`src/rtl/alu_src_stage.sv`:
```
// Operand-select stage: picks A/B words from a packed source bus and buffers them in a
// 2-entry in-order queue with registered outputs. Optional macro: ALU_SRC_STAGE_SEL_ERR_EN.
module alu_src_stage #(
  parameter int WIDTH = 32,
  parameter int NSRC  = 5,
  parameter int SEL_W = 3
) (
  input  logic                    clk,
  input  logic                    rst,
  input  logic                    flush,
  input  logic [NSRC*WIDTH-1:0]   src,
  input  logic [SEL_W-1:0]        a_sel,
  input  logic [SEL_W-1:0]        b_sel,
  input  logic                    in_valid,
  output logic                    in_ready,
  output logic                    out_valid,
  input  logic                    out_ready,
  output logic [WIDTH-1:0]        out_a,
  output logic [WIDTH-1:0]        out_b,
  output logic [1:0]              occupancy,
  output logic                    sel_err
);

  typedef enum logic [1:0] {
    ST_EMPTY = 2'd0,
    ST_ONE   = 2'd1,
    ST_FULL  = 2'd2
  } state_e;

  state_e             state_q, state_d;
  logic [WIDTH-1:0]   head_a_q, head_a_d;
  logic [WIDTH-1:0]   head_b_q, head_b_d;
  logic [WIDTH-1:0]   tail_a_q, tail_a_d;
  logic [WIDTH-1:0]   tail_b_q, tail_b_d;
  logic [WIDTH-1:0]   sel_a_s, sel_b_s;
  logic               in_ready_s, out_valid_s, push_s, pop_s;

  // Out-of-range selects match no word and therefore yield zero.
  function automatic logic [WIDTH-1:0] pick_word(input logic [NSRC*WIDTH-1:0] words,
                                                 input logic [SEL_W-1:0]      sel);
    logic [WIDTH-1:0] w;
    w = '0;
    for (int i = 0; i < NSRC; i++) begin
      w = w | ({WIDTH{sel == SEL_W'(i)}} & words[i*WIDTH +: WIDTH]);
    end
    return w;
  endfunction

  assign sel_a_s     = pick_word(src, a_sel);
  assign sel_b_s     = pick_word(src, b_sel);
  assign in_ready_s  = (state_q != ST_FULL);
  assign out_valid_s = (state_q != ST_EMPTY);
  assign push_s      = in_valid & in_ready_s;
  assign pop_s       = out_valid_s & out_ready;

  assign in_ready  = in_ready_s;
  assign out_valid = out_valid_s;
  assign out_a     = head_a_q;
  assign out_b     = head_b_q;
  assign occupancy = state_q;

  // Buffer next-state: head is always the oldest entry, tail only used in FULL.
  always_comb begin
    state_d  = state_q;
    head_a_d = head_a_q;
    head_b_d = head_b_q;
    tail_a_d = tail_a_q;
    tail_b_d = tail_b_q;
    if (flush) begin
      state_d = ST_EMPTY;
    end else begin
      case (state_q)
        ST_EMPTY: begin
          if (push_s) begin
            state_d  = ST_ONE;
            head_a_d = sel_a_s;
            head_b_d = sel_b_s;
          end else begin
            state_d = ST_EMPTY;
          end
        end
        ST_ONE: begin
          case ({push_s, pop_s})
            2'b11: begin
              head_a_d = sel_a_s;
              head_b_d = sel_b_s;
            end
            2'b10: begin
              state_d  = ST_FULL;
              tail_a_d = sel_a_s;
              tail_b_d = sel_b_s;
            end
            2'b01:   state_d = ST_EMPTY;
            default: state_d = ST_ONE;
          endcase
        end
        ST_FULL: begin
          if (pop_s) begin
            state_d  = ST_ONE;
            head_a_d = tail_a_q;
            head_b_d = tail_b_q;
          end else begin
            state_d = ST_FULL;
          end
        end
        default: state_d = ST_EMPTY;
      endcase
    end
  end

  // State and data registers.
  always_ff @(posedge clk) begin
    if (rst) begin
      state_q  <= ST_EMPTY;
      head_a_q <= '0;
      head_b_q <= '0;
      tail_a_q <= '0;
      tail_b_q <= '0;
    end else begin
      state_q  <= state_d;
      head_a_q <= head_a_d;
      head_b_q <= head_b_d;
      tail_a_q <= tail_a_d;
      tail_b_q <= tail_b_d;
    end
  end

`ifdef ALU_SRC_STAGE_SEL_ERR_EN
  logic sel_err_q;

  function automatic logic sel_oob(input logic [SEL_W-1:0] sel);
    return (int'(sel) >= NSRC);
  endfunction

  // Sticky flag: any accepted entry carrying an out-of-range select.
  always_ff @(posedge clk) begin
    if (rst) begin
      sel_err_q <= 1'b0;
    end else if (push_s && (sel_oob(a_sel) || sel_oob(b_sel))) begin
      sel_err_q <= 1'b1;
    end else begin
      sel_err_q <= sel_err_q;
    end
  end

  assign sel_err = sel_err_q;
`else
  assign sel_err = 1'b0;
`endif

endmodule

```
`config.mk`:
```
export PLATFORM = sky130hd
export DESIGN_NAME = alu_src_stage
export DESIGN_NICKNAME = d
export VERILOG_FILES = /design/src/rtl/alu_src_stage.sv
export SDC_FILE = /design/constraint.sdc
export NUM_CORES = 1
export LEC_CHECK = 0
export ABC_CLOCK_PERIOD_IN_PS = 7980
export CORE_ASPECT_RATIO = 0.9
export CORE_MARGIN = 8
export CORE_UTILIZATION = 50
export CTS_CLUSTER_SIZE = 12
export DETAILED_ROUTE_END_ITERATION = 10
export PLACE_DENSITY_LB_ADDON = 0.08
export SKIP_LAST_GASP = 1
export SLEW_MARGIN = 20
export SYNTH_ARGS = -nofsm -noshare
export SYNTH_HDL_FRONTEND = slang
export SYNTH_SLANG_ARGS = --single-unit
```
`constraint.sdc`:
```
create_clock -name clk -period 7.98 [get_ports clk]
set_input_delay 1.197 -clock clk [delete_from_list [all_inputs] [get_ports clk]]
set_output_delay 1.197 -clock clk [all_outputs]
set_load 0.005 [all_outputs]
```
==> impl_metrics.tcl <==
set metrics [dict create \
    status "finished, final reports clean" \
    period_needed_ns 4.20 \
    worstPathArrival_ns 3.00 \
    critPathMostFrequentCell "buf_4" \
    synth.avg_cell_area_um2 8.93 \
    hpwl_um 19800 \
    setup-tns-final_ns 0 \
    crit-reg2reg-launch "occupancy[1]" \
    finalSetupViolations 0 \
    use_met1 0.356 \
    fill_cells 1249 \
    holdCritStartpoint "out_a[12]" \
    insertion_delay_ns 0.42 \
    fmax_ghz 0.238 \
    ys_ff_latch 130 \
    slowest_delay_ns 0.70 \
    gr-usage-met3 0.0717 \
    gp_congestion 0.918 \
    crit_path_top_delay_cell "buf_4" \
    drt_iter0_drc 830 \
    cp_cell_sequence "nor2b_4 > buf_4 > clkinv_1 > buf_4 > clkdlybuf4s50_1" \
    io_buffers 238 \
    mostFrequentLayoutCells "234 x clkdlybuf4s50_1, 130 x dfxtp_1, 86 x nor2_1" \
    synth_ff_type "dfxtp_1" \
    cp-start-kind "flop" \
    htreeDepth 4 \
    min_path_cells 1 \
    fp-row-count 43 \
    ctsHoldBuffers 0 \
    p_leak_nw 3.77 \
    antenna_left 0 \
    drt_pre_antenna_iters 6 \
    synth_edf_count 0 \
    ir_worst_vdd_uv 157 \
    core-area_mm2 0.0153 \
    hp-class "reg2reg" \
    cp_max_fo 71 \
    cts_buffers 17 \
    timing.final.crit_share 0.526 \
    power-per-cell-area_mw_per_mm2 172 \
    avgViaCountPerCell 6.63 \
    grt_overflow 0 \
    netlist_area_mm2 0.00777 \
    layout-drive-gt1-share 0.0810 \
    die_h_um 134 \
    yosysSeqAreaShare 0.335 \
    wl_per_cell_um 23.5 \
    cts_resized 0 \
    cts_tree "built" \
    grt_pass1_vias 8016 \
    timing.slew.headroom 0.251 \
    antenna_found_initial 1 \
    critPathKind "reg2out" \
    r2r_cells 10 \
    ff2ff_setup_slack_ns 4.06 \
    start_util 0.507 \
    tightest_slew_ns 1.12 \
    layout.nets 1212 \
    grt_pass1_wl_um 45400 \
    cts-root-buf "clkbuf_16" \
    synth_fp_nets 1044 \
    synth_cell_types 44 \
    vias 8311 \
    drc 0 \
    critPathCaptureType "output port" \
    use_met2 0.475 \
    critical_path_required_ns 6.78 \
    power_mw 1.85 \
    rsz0062_at_grt "no" \
    dieArea_mm2 0.0198 \
    clkTransAtPathRegs_ns 0.06 \
    cap_viol_max_count 0 \
    wl_um 29400 \
    area_growth_pct 37.9 \
    synthCells 870 \
    synth_warnings 0 \
    final_common_cell "clkdlybuf4s50_1" \
    crit_path_start "occupancy[1]" \
    r2r_end "out_b[27]" \
    worst_slack_ns 3.78 \
    slew_viol_final 0 \
    grt_max_degree 96 \
    track_usage 0.286 \
    hold_path_end "out_a[12]" \
    cts.sinks 130 \
    hold_violations 0 \
    top_usage_layer "met2" \
    postCtsSetupRepairBufs 0 \
    clock_skew_ns 0.0114 \
    io_pins 240 \
    async_reset_ff_frac 0 \
    preCtsSetupSlack_ns 3.95 \
    die_x_um 147 \
    clockBufferDepth 2 \
]
## where the power goes
group          total, mW  switching, mW  leakage, nW  internal, mW
logic              0.357          0.176         2.42         0.181
clock network      0.803          0.305        0.296         0.498
registers          0.686         0.0147         1.05         0.672
## metal layers
layer | wire length [um] | vias up
li1 | - | 3778
met1 | 12300 | 4071
met2 | 14000 | 407
met3 | 2320 | 53
met4 | 743 | 2
met5 | 13 | -
## layout make-up
cell class | instances | area, um2 | share of cell area
inverters | 35 | 131 | 0.0123
multi-input cells | 602 | 4650 | 0.434
clock buffers | 18 | 439 | 0.0410
well taps | 202 | 253 | 0.0236
flip-flops and latches | 130 | 2600 | 0.243
diodes | 1 | 2.50 | 0.000234
clock inverters | 13 | 161 | 0.0151
repair buffers | 252 | 2470 | 0.231
## sequential cells by signal (all words and copies together), names as in the netlist
register,cells
occupancy,2
out_a,32
out_b,32
tail_a_q,32
tail_b_q,32
## worst max-delay path by stage
stage / end / cells after the start
after floorplan: out_a[13] / 13
after global placement: out_b[5] / 10
after detailed placement: tail_a_q[29] / 5
after CTS: in_ready / 5
after global routing: in_ready / 5
final: in_ready / 5
## critical path, delay by kind of cell, from the launching register on
kind | cells | cell delay (ns)
AND/OR/NAND/NOR | 1 | 0.22
flip-flops | 1 | 0.58
buffers and inverters | 4 | 1.78
## cells by family (layout without fill, tap and decap cells)
logic type                 Yosys count  after routing  synth area share
adders and majority gates            3              3           0.00483
buffers and inverters              138            318            0.0747
and+or+nand+nor                    220            220             0.151
AOI/OAI and AO/OA                  312            312             0.349
muxes                               66             66            0.0850
other                                1              2          0.000483
DFF                                130            130             0.335
## Yosys cell counts, drive strengths merged, types with 11 or more instances
cell type | number | area share
inv | 34 | 0.016
mux2i | 66 | 0.085
a221oi | 35 | 0.039
buf | 38 | 0.026
nand4b | 21 | 0.024
o32ai | 32 | 0.055
o2bb2ai | 60 | 0.068
a221o | 49 | 0.063
o21ai | 14 | 0.0090
nor3 | 51 | 0.033
a21oi | 19 | 0.012
a22o | 11 | 0.012
dfxtp | 130 | 0.33
o22ai | 29 | 0.023
a211oi | 31 | 0.030
nand2b | 24 | 0.019
clkbuf | 65 | 0.031
nand3 | 12 | 0.0077
nor2 | 87 | 0.042
o221ai | 20 | 0.023
## through the flow
step | area [um2] | hold WS (ns) | instances | util
6_report | 10700 | 0.465 | 1253 | 0.699
4_1_cts | 10700 | 0.468 | 1252 | 0.699
3_5_place_dp | 10100 | 0.454 | 1221 | 0.660
3_3_place_gp | 10100 | 0.448 | 1221 | 0.659
5_1_grt | 10700 | 0.482 | 1252 | 0.698
2_1_floorplan | 7770 | 0.449 | 870 | -
No activity file was read; power rests on OpenSTA's default activity.
